[config.mk]
export PLATFORM = sky130hd
export DESIGN_NAME = lcd_cmd_driver
export DESIGN_NICKNAME = d
export VERILOG_FILES = /design/src/rtl/lcd_cmd_driver.sv
export SDC_FILE = /design/constraint.sdc
export NUM_CORES = 1
export LEC_CHECK = 0
export CORE_MARGIN = 2
export CORE_UTILIZATION = 54
export DETAILED_ROUTE_END_ITERATION = 7
export PLACE_DENSITY = 0.92
export SLEW_MARGIN = 10
export SYNTH_ARGS = -nofsm -noshare
export SYNTH_HDL_FRONTEND = slang
export SYNTH_SLANG_ARGS = --single-unit
[constraint.sdc]
create_clock -name i_clk -period 2.9 [get_ports i_clk]
set_input_delay 0.29 -clock i_clk [delete_from_list [all_inputs] [get_ports i_clk]]
set_output_delay 0.29 -clock i_clk [all_outputs]
set_load 0.005 [all_outputs]
[src/rtl/lcd_cmd_driver.sv]
// HD44780-style command driver: turns a single register write into a timed RS/DATA/EN bus cycle.
// Optional LCD_INIT_EN adds a power-up wait and the 0x38/0x0C/0x01/0x06 init sequence after reset.
module lcd_cmd_driver #(
    parameter int T_SETUP_CYC = 2,
    parameter int T_EN_CYC    = 12,
    parameter int T_HOLD_CYC  = 2,
    parameter int T_EXEC_CYC  = 2000,
    parameter int T_CLEAR_CYC = 82000,
    parameter int T_PWRUP_CYC = 750000,
    parameter int CNT_W       = 20
) (
    input  logic        i_clk,
    input  logic        i_reset,
    input  logic        i_lcd_we,
    input  logic [31:0] i_lcd_wdata,
    output logic        o_ready,
    output logic        o_drop,
    output logic        o_lcd_on,
    output logic        o_lcd_en,
    output logic        o_lcd_rs,
    output logic        o_lcd_rw,
    output logic [7:0]  o_lcd_data
);

    // state | meaning
    // IDLE  | bus parked, o_ready high, waiting for a write
    // SETUP | RS/DATA driven, EN low
    // PULSE | EN high
    // HOLD  | EN low again, RS/DATA still held
    // EXEC  | waiting for the LCD controller to finish the command
    // PWRUP | (LCD_INIT_EN) power-up wait before the init sequence
`ifdef LCD_INIT_EN
    typedef enum logic [2:0] {ST_IDLE, ST_SETUP, ST_PULSE, ST_HOLD, ST_EXEC, ST_PWRUP} state_t;
`else
    typedef enum logic [2:0] {ST_IDLE, ST_SETUP, ST_PULSE, ST_HOLD, ST_EXEC} state_t;
`endif

    localparam logic [CNT_W-1:0] SETUP_LD = CNT_W'(T_SETUP_CYC - 1);
    localparam logic [CNT_W-1:0] EN_LD    = CNT_W'(T_EN_CYC - 1);
    localparam logic [CNT_W-1:0] HOLD_LD  = CNT_W'(T_HOLD_CYC - 1);
    localparam logic [CNT_W-1:0] EXEC_LD  = CNT_W'(T_EXEC_CYC - 1);
    localparam logic [CNT_W-1:0] CLEAR_LD = CNT_W'(T_CLEAR_CYC - 1);
    localparam logic [CNT_W-1:0] PWRUP_LD = CNT_W'(T_PWRUP_CYC - 1);

    state_t           state_q, state_d;
    logic [CNT_W-1:0] cnt_q, cnt_d;
    logic             on_q, on_d;
    logic             rs_q, rs_d;
    logic [7:0]       data_q, data_d;
    logic             en_q, en_d;
    logic             ready_q, ready_d;
    logic             drop_q, drop_d;
    logic             cnt_zero;
    logic             is_clear;
`ifdef LCD_INIT_EN
    logic             init_q, init_d;
    logic [1:0]       idx_q, idx_d;

    function automatic logic [7:0] init_cmd(input logic [1:0] idx);
        case (idx)
            2'd0:    return 8'h38;
            2'd1:    return 8'h0C;
            2'd2:    return 8'h01;
            default: return 8'h06;
        endcase
    endfunction
`endif

    logic unused_wdata;
    assign unused_wdata = ^{i_lcd_wdata[30:10], i_lcd_wdata[8], PWRUP_LD};

    assign cnt_zero = (cnt_q == '0);
    // Clear and home need the long execution wait.
    assign is_clear = !rs_q && (data_q inside {8'h01, 8'h02, 8'h03});

    always_comb begin
        state_d = state_q;
        cnt_d   = cnt_q;
        on_d    = on_q;
        rs_d    = rs_q;
        data_d  = data_q;
        en_d    = en_q;
        ready_d = ready_q;
        drop_d  = i_lcd_we && !ready_q;
`ifdef LCD_INIT_EN
        init_d  = init_q;
        idx_d   = idx_q;
`endif
        case (state_q)
            ST_IDLE: begin
                if (i_lcd_we && ready_q) begin
                    on_d    = i_lcd_wdata[31];
                    rs_d    = i_lcd_wdata[9];
                    data_d  = i_lcd_wdata[7:0];
                    ready_d = 1'b0;
                    cnt_d   = SETUP_LD;
                    state_d = ST_SETUP;
                end
            end
            ST_SETUP: begin
                if (cnt_zero) begin
                    en_d    = 1'b1;
                    cnt_d   = EN_LD;
                    state_d = ST_PULSE;
                end else begin
                    cnt_d = cnt_q - CNT_W'(1);
                end
            end
            ST_PULSE: begin
                if (cnt_zero) begin
                    en_d    = 1'b0;
                    cnt_d   = HOLD_LD;
                    state_d = ST_HOLD;
                end else begin
                    cnt_d = cnt_q - CNT_W'(1);
                end
            end
            ST_HOLD: begin
                if (cnt_zero) begin
                    cnt_d   = is_clear ? CLEAR_LD : EXEC_LD;
                    state_d = ST_EXEC;
                end else begin
                    cnt_d = cnt_q - CNT_W'(1);
                end
            end
            ST_EXEC: begin
                if (cnt_zero) begin
                    ready_d = 1'b1;
                    state_d = ST_IDLE;
`ifdef LCD_INIT_EN
                    if (init_q && (idx_q != 2'd3)) begin
                        idx_d   = idx_q + 2'd1;
                        data_d  = init_cmd(idx_q + 2'd1);
                        ready_d = 1'b0;
                        cnt_d   = SETUP_LD;
                        state_d = ST_SETUP;
                    end else begin
                        init_d = 1'b0;
                    end
`endif
                end else begin
                    cnt_d = cnt_q - CNT_W'(1);
                end
            end
`ifdef LCD_INIT_EN
            ST_PWRUP: begin
                if (cnt_zero) begin
                    on_d    = 1'b1;
                    rs_d    = 1'b0;
                    data_d  = init_cmd(2'd0);
                    idx_d   = 2'd0;
                    cnt_d   = SETUP_LD;
                    state_d = ST_SETUP;
                end else begin
                    cnt_d = cnt_q - CNT_W'(1);
                end
            end
`endif
            default: state_d = ST_IDLE;
        endcase
    end

    always_ff @(posedge i_clk) begin
        if (i_reset) begin
            on_q    <= 1'b0;
            rs_q    <= 1'b0;
            data_q  <= 8'h00;
            en_q    <= 1'b0;
            drop_q  <= 1'b0;
`ifdef LCD_INIT_EN
            // Power-up wait is preloaded so PWRUP lasts exactly T_PWRUP_CYC cycles.
            state_q <= ST_PWRUP;
            cnt_q   <= PWRUP_LD;
            ready_q <= 1'b0;
            init_q  <= 1'b1;
            idx_q   <= 2'd0;
`else
            state_q <= ST_IDLE;
            cnt_q   <= '0;
            ready_q <= 1'b1;
`endif
        end else begin
            state_q <= state_d;
            cnt_q   <= cnt_d;
            on_q    <= on_d;
            rs_q    <= rs_d;
            data_q  <= data_d;
            en_q    <= en_d;
            ready_q <= ready_d;
            drop_q  <= drop_d;
`ifdef LCD_INIT_EN
            init_q  <= init_d;
            idx_q   <= idx_d;
`endif
        end
    end

    assign o_ready    = ready_q;
    assign o_drop     = drop_q;
    assign o_lcd_on   = on_q;
    assign o_lcd_en   = en_q;
    assign o_lcd_rs   = rs_q;
    assign o_lcd_rw   = 1'b0;
    assign o_lcd_data = data_q;

endmodule
# Word level (Yosys, flattened, before mapping)
# Cells that the tools add are included.
[totals]
elab_cells = 56
ff_bits = 36
[op_classes]
mux = 18
n_eq_ne = 13
n_addsub = 1
n_reduce_logical = 16
[ops]
columns = ["operator", "n"]
rows = [
  ["20-bit 2-to-1 mux", 5],
  ["20-bit case mux with 5 select lines", 1],
  ["20-bit logical NOT", 1],
  ["20-bit by 1-bit subtractor with 20-bit output (second input constant)", 1],
  ["17-bit 2-to-1 mux", 1],
  ["8-bit by 2-bit == test with 1-bit output (second input constant)", 2],
  ["3-bit 2-to-1 mux", 5],
  ["3-bit case mux with 5 select lines", 1],
  ["2-bit inequality test (second input constant)", 6],
  ["3-bit AND reduction", 3],
  ["8-bit by 1-bit == test with 1-bit output (second input constant)", 1],
  ["3-bit by 2-bit == test with 1-bit output (second input constant)", 2],
  ["5-bit AND reduction", 1],
  ["5-bit nonzero test", 1],
  ["1-bit case mux with 2 select lines", 2],
  ["2-bit nonzero test", 2],
  ["3-bit by 1-bit == test with 1-bit output (second input constant)", 1],
  ["3-bit == test (second input constant)", 1],
  ["1-bit logical AND", 3],
  ["3-bit logical NOT", 1],
  ["1-bit 2-to-1 mux", 3],
  ["3-bit nonzero test", 1],
  ["1-bit logical NOT", 2],
  ["2-bit AND reduction", 1],
]

# Longest topological paths before layout
# Gate-level depths: netlist of run 1.
[logic_depth]
word_depth = 6
depth_mapped = 7

# Worst setup path before layout of run 1
# Ideal clock, no wire load.
[synth_path]
path_type = "register to register"
start = "register cnt_q[0]"
end = "register cnt_q[12]"
arrival_ns = 1.816
setup_ns = 0.072
t_required_ns = 2.828
path_stages_with_launch = 7
slack_ns = 1.012
path_buffers = 0
path_cell_list = "dfxtp_1 inv_1 ha_1 nor3b_2 nand3_1 a2111oi_0 mux2i_1"
[synth_via]
elab_chain_len = 3
[synth_rtl]
columns = ["item", "line_no", "source"]
rows = [
  ["start, declared", "46", "logic [CNT_W-1:0] cnt_q, cnt_d;"],
  ["start signal, assigned", "184", "cnt_q <= cnt_d;"],
  ["20-bit by 1-bit subtractor with 20-bit output or 20-bit logical NOT (tied branches)", "n/a", ""],
  ["20-bit 2-to-1 mux (tied with other cells)", "127", "if (cnt_zero) begin"],
  ["20-bit case mux with 5 select lines or 3-bit AND reduction (tied branches)", "n/a", ""],
]
# Parallel ways exist; a longest one is shown, timed or not. The select of a mux whose other input is x is not followed.
# A chain may end at the register's enable or synchronous reset.

# Worst setup path in the final report of run 1
[layout_path]
start = "register cnt_q[10]"
end = "register cnt_q[16]"
# Same word-level chain as after synthesis.

==> out/summary.txt, run 1 <==
GR Overflow Total - 0
Critical path endpoint category - register
CP delay by family, top - simple AND/OR/NAND/NOR gates
Worst path required time - 3.11 ns
DP Cell Count - 325
DRT Pass-1 Iters - 5
Fraction of layout instances using a drive strength above 1 - 10.2%
Period Utilization, post-route - 77.2%
Synthesized area - 2180 µm²
WP buf/inv - 0
Sink Count - 36
Max VDD drop - 0.638 mV
Worst Skew - 0.0114 ns
Worst r2r src - cnt_q[10]
Vias - 2165
Slew @ Worst Pin - 0.771 ns
Layout overhead on the synthesized area - 18.5%
Syn Nets - 297
Core Footprint - 3940 µm²
Worst relative slew slack - 48.5%
Seq/Total Area, Yosys - 33.0%
Final GP Congestion - 0.907
Number of synthesized flops with an enable pin - 0
First-pass GRT wire length - 9.35 mm
Die W - 67.6 µm
DR iter-0 viols - 225
Core Rows - 23
Hold WC Path Type - reg2reg
WL per Instance - 16.6 µm
Post-route insts no fill - 333
Met1 GRT Util - 35.6%
Hold slack - 0.499 ns
Die height - 67.6 µm
Critical path type - reg2reg
Fin worst setup slack - 0.660 ns
Number of max-cap violations - 0
Critical path startpoint - cnt_q[10]
Place WS - 0.726 ns
Top FF cell, synth - dfxtp_1
Critical-path maximum fanout - 15
Status - completed
Final Hold Viols - 0
Die area - 4570 µm²
Critical path launch point type - register
Yosys Warn Count - 0
Busiest grt layer - met2
Later-pin clock latency in the skew report - 0.29 ns
Post-layout instance area - 2590 µm²
Initial antenna violation count - 0
Commonest cells post-synth - dfxtp_1, nor2_1, nand2_1
Setup TNS Final - 0 ns
GR Util met3 - 5.17%
GRT Total Usage - 27.1%
Cts hold-fix bufs - 0
Post-synth top area share - 33.0%
F_max - 0.446 GHz
Leakage - 0.916 nW
Mapped Cells - 260
RSZ-0062 raised after global routing - no
Via density - 6.50
Detailed Route WL - 5.52 mm
IO Port Bufs - 25
CTS clk-pin slew, worst paths - 0.08 ns
Placed wire-length estimate - 3.83 mm
Syn Area/Cell - 8.40 µm²
Vias in the first global route - 1993
Final Net Count - 319
# IOs - 49
Largest cells by area after synthesis - dfxtp_1, mux2i_1, a21oi_1, nor2_1, nand2b_1
Netlist cell types - 59
Power Total - 3.49 mW
Flop and latch count out of synthesis - 36
Num CTS Buffers - 5
Power Dens Cells - 1350 nW/µm²
Hold Startpoint - cnt_q[19]
Tmin final - 2.24 ns
Ant diodes - 0
Largest net degree at the start of global routing - 24
Fin util - 65.6%
Post-synth top area cell - dfxtp_1
Crit path largest cell delay - 0.52 ns
FILL cells - 295
Cells along the critical path - nor4_4, nand2_2, or3_1, or4_1, a31oi_1
# Post-CTS Setup Buffers - 0
Antenna-violating nets left - 0
Resize count post-CTS - 0
Critical path data arrival time - 2.45 ns
Final setup fails - 0
Buffer type at the clock tree root - clkbuf_8
Drc violations - 0
Most frequent cell after synthesis - dfxtp_1
Max Slew Vio Count - 0
Met2 Use GR - 42.3%
TritonCTS clock tree - built
Max stage delay cell, worst path - or4_1
Initial Util - 55.4%
Post-synth ARST share - 0%
Clock Path Buffers - 2
Placement Cell Area - 2480 µm²
H-tree depth - 2
## routing by layer
metal	part of all wire, %	wire, µm
met2	47	2590
met4	2.5	138
met3	6.8	374
met5	0	0
met1	44	2420
## final timing paths
check              end  slack, ns  depth (start not counted)
max          cnt_q[16]       0.66                          5
min reg2reg  cnt_q[19]       0.50                          2
min          cnt_q[19]       0.50                          2
max reg2reg  cnt_q[16]       0.66                          5
## power by group
part	switching [mW]	internal, mW
Clock	0.183	0.255
Combinational	1.33	0.861
Sequential	0.220	0.649
Total	1.73	1.77
## registers in the layout (all words and copies together) (netlist names)
signal      cells
o_lcd_rs        1
state_q         3
o_lcd_on        1
o_drop          1
o_ready         1
cnt_q          20
o_lcd_en        1
o_lcd_data      8
## layout make-up
type / instances / area [µm²] / share of cell area [%]
Clock inverter: 2 / 35.0 / 1.35
Sequential cell: 36 / 721 / 27.9
Clock buffer: 6 / 72.6 / 2.80
Inverter: 6 / 22.5 / 0.870
Timing Repair Buffer: 33 / 310 / 12.0
Multi-Input combinational cell: 200 / 1360 / 52.7
Tap cell: 50 / 62.6 / 2.42
## layout by cell type (no fill, tap or decap), types with 3 or more instances in the layout
master,n
dfxtp_1,36
clkdlybuf4s50_1,25
nor2_1,19
nand2_1,18
a21oi_1,17
mux2i_1,17
nand2b_1,11
nand3_1,10
nor3_1,8
o21ai_0,8
buf_4,8
or3_1,7
inv_1,6
nand4_1,6
nor4_1,5
a31oi_1,5
clkbuf_8,5
a21o_1,4
o211ai_1,4
xnor2_1,4
or4_1,3
o31a_1,3
nor4b_1,3
o32ai_1,3
## cell families after synthesis
group	synth area share, %
flops	33.0
buf+inv	4.81
xor+xnor	1.60
fa+ha+maj	1.15
simple gates	29.0
compound gates	22.5
mux	7.79
other cells	0.172
## tightest hold or removal path: stages (launching register included)
cell     delay (ns)
dfxtp_1        0.34
nand2_1        0.06
mux2i_1        0.05
Note: power is estimated with default switching activity, not from simulation.
==> run 2: changes to the inputs <==
--- a/config.mk
+++ b/config.mk
@@ -6,9 +6,9 @@
 export NUM_CORES = 1
 export LEC_CHECK = 0
 export CORE_MARGIN = 2
-export CORE_UTILIZATION = 54
+export CORE_UTILIZATION = 50
 export DETAILED_ROUTE_END_ITERATION = 7
-export PLACE_DENSITY = 0.92
+export PLACE_DENSITY = 0.86
 export SLEW_MARGIN = 10
 export SYNTH_ARGS = -nofsm -noshare
 export SYNTH_HDL_FRONTEND = slang
==> constraint.sdc (replaced) <==
create_clock -name i_clk -period 2.2 [get_ports i_clk]
set_input_delay 0.22 -clock i_clk [delete_from_list [all_inputs] [get_ports i_clk]]
set_output_delay 0.22 -clock i_clk [all_outputs]
set_load 0.005 [all_outputs]
==> out/summary.txt, run 2 (synthesis gave the netlist of run 1 again) <==
# IOs - 49 (unchanged)
GR Overflow Total - 0 (unchanged)
DRT Pass-1 Iters - 4 (-1)
Worst path required time - 2.37 ns (-0.74 ns)
Max FFs per register - 20 (unchanged)
Final GP Congestion - 0.901 (-0.66%)
Via density - 6.31 (-2.9%)
Tmin final - 2.04 ns (-0.202 ns)
Worst relative slew slack - 64.6% (+16 points)
Clock Path Buffers - 2 (unchanged)
Later-pin clock latency in the skew report - 0.29 ns (about the same)
Final setup fails - 0 (unchanged)
Die area - 4910 µm² (+7.5%)
WP buf/inv - 0 (unchanged)
Num CTS Buffers - 5 (unchanged)
Storage cell area - 721 µm² (unchanged)
Final Hold Viols - 0 (unchanged)
Largest net degree at the start of global routing - 24 (unchanged)
Most flop-heavy register - cnt_q
Most common cell after layout, fill and taps aside - dfxtp_1
Fraction of layout instances using a drive strength above 1 - 13.7% (+3.4 points)
Die height - 70.1 µm (+3.7%)
Wire length on met2 - 2.74 mm (+5.9%)
Place WS - 0.144 ns (-0.581 ns)
Vias in the first global route - 1978 (-0.75%)
# Post-CTS Setup Buffers - 0 (unchanged)
Worst r2r src - cnt_q[10]
Max stage delay cell, worst path - and2_0
Detailed Route WL - 5.63 mm (+1.9%)
Die W - 70.1 µm (+3.7%)
Worst Skew - 0.00897 ns (-0.00248 ns)
Critical path data arrival time - 2.21 ns (-0.24 ns)
Critical Path End - cnt_q[4]
Sink Count - 36 (unchanged)
R2R cell count - 5 (unchanged)
Flop-to-flop setup slack - 0.16 ns (-0.50 ns)
Core Rows - 24 (+4.3%)
CTS clk-pin slew, worst paths - 0.08 ns (about the same)
Critical path endpoint category - register
Leakage - 0.951 nW (+3.8%)
Critical path type - reg2reg
Critical path launch point type - register
Met3 WL - 368 µm (-1.6%)
Initial Util - 50.8% (-4.5 points)
Initial antenna violation count - 0 (unchanged)
Slew @ Worst Pin - 0.517 ns (-0.254 ns)
H-tree depth - 2 (unchanged)
Critical-path maximum fanout - 10 (-5)
Placed wire-length estimate - 4.03 mm (+5.1%)
Number of max-cap violations - 0 (unchanged)
Crit path largest cell delay - 0.40 ns (-0.12 ns)
Crit. path cell count - 5 (unchanged)
Cells along the critical path - nor4_4, and2_0, nand2_1, o21ai_0, a21oi_1
F_max - 0.491 GHz (+9.9%)
Buffer type at the clock tree root - clkbuf_8
Antenna-violating nets left - 0 (unchanged)
Fin worst setup slack - 0.162 ns (-0.498 ns)
Multi-input gate area - 1370 µm² (+0.27%)
Setup TNS Final - 0 ns (unchanged)
Most frequent cells in the layout - dfxtp_1, clkdlybuf4s50_1, nor2_1
RSZ-0062 raised after global routing - no
Vias - 2177 (+0.55%)
DR iter-0 viols - 248 (+10%)
Drc violations - 0 (unchanged)
Core Footprint - 4290 µm² (+8.9%)
Period Utilization, post-route - 92.6% (+15 points)
Layout overhead on the synthesized area - 21.2%
Power Dens Cells - 1800 nW/µm² (+33%)
Final Net Count - 329 (+3.1%)
WL per Instance - 16.3 µm (-1.6%)
Max Slew Vio Count - 0 (unchanged)
Max layer used - met4
Worst flop-to-flop path endpoint - cnt_q[4]
IO Port Bufs - 25 (unchanged)
First-pass GRT wire length - 9.25 mm (-1.0%)
Ant diodes - 0 (unchanged)
GRT Total Usage - 23.5% (-3.6 points)
CP delay by family, top - simple AND/OR/NAND/NOR gates
TritonCTS clock tree - built
Max VDD drop - 1.12 mV (+75%)
FILL cells - 382 (+29%)
Critical path startpoint - cnt_q[10]
Status - completed
Metal-1 WL - 2.44 mm (+0.70%)
Hold WC Path Type - reg2reg
-- run 2: per-stage QoR --
| step | area [µm²] | instances | hold slack, ns | utilization (%) | power (mW) |
|---|---|---|---|---|---|
| after floorplan | 2180 | 260 | 0.310 | - | 3.29 |
| after global placement | 2560 | 337 | 0.472 | 59.6 | 4.09 |
| after detailed placement | 2560 | 337 | 0.482 | 59.6 | 4.17 |
| after CTS | 2640 | 345 | 0.493 | 61.5 | 4.67 |
| after global routing | 2650 | 345 | 0.517 | 61.6 | 5.10 |
| final | 2650 | 345 | 0.492 | 61.6 | 4.75 |
-- run 2: metal layers --
metal  up-vias  global-route usage, %
met2        87                   37.0
li1       1057                      -
met4         0                   9.83
met3        10                   5.19
met5         -                      0
met1      1023                   31.1
-- run 2: how the worst min path moves through the flow --
stage                         start    endpoint  slack (ns)  cells after the start
final                      cnt_q[5]    cnt_q[5]        0.49                      2
after global routing      cnt_q[17]   cnt_q[17]        0.52                      2
after CTS                  cnt_q[5]    cnt_q[5]        0.49                      2
after detailed placement   cnt_q[5]    cnt_q[5]        0.48                      2
after global placement     o_lcd_on    o_lcd_on        0.47                      2
after floorplan             i_reset  state_q[0]        0.31                      1
-- run 2: timing repair --
item,CTS,global route
hold buffers,0,0
endpoints found under the setup margin,0,3
resized for setup,0,2
-- run 2: cell type report --
type                       instances  area share [%]
tap                               52            2.46
multi-input combinational        200            51.7
inverter                           6           0.851
sequential                        36            27.2
clock buffer                       7            2.88
clock inverter                     1           0.331
timing repair buffer              43            14.6
-- run 2: where the power goes --
part | total, mW | switching (mW) | internal, mW
combinational | 3.14 | 1.82 | 1.32
sequential | 1.15 | 0.294 | 0.855
clock | 0.463 | 0.237 | 0.226
-- run 2: tightest hold or removal path, cell delays in order, from the launching register on --
cell and delay, ns:
dfxtp_1 0.33, nand3_1 0.07, a21oi_1 0.05
==> run 3: changes to the inputs <==
--- a/config.mk
+++ b/config.mk
@@ -9,6 +9,7 @@
 export CORE_UTILIZATION = 50
 export DETAILED_ROUTE_END_ITERATION = 7
 export PLACE_DENSITY = 0.86
+export SKIP_LAST_GASP = 1
 export SLEW_MARGIN = 10
 export SYNTH_ARGS = -nofsm -noshare
 export SYNTH_HDL_FRONTEND = slang
==> results of run 3 <==
The final DEF is identical to that of run 2; final timing and power are the same.
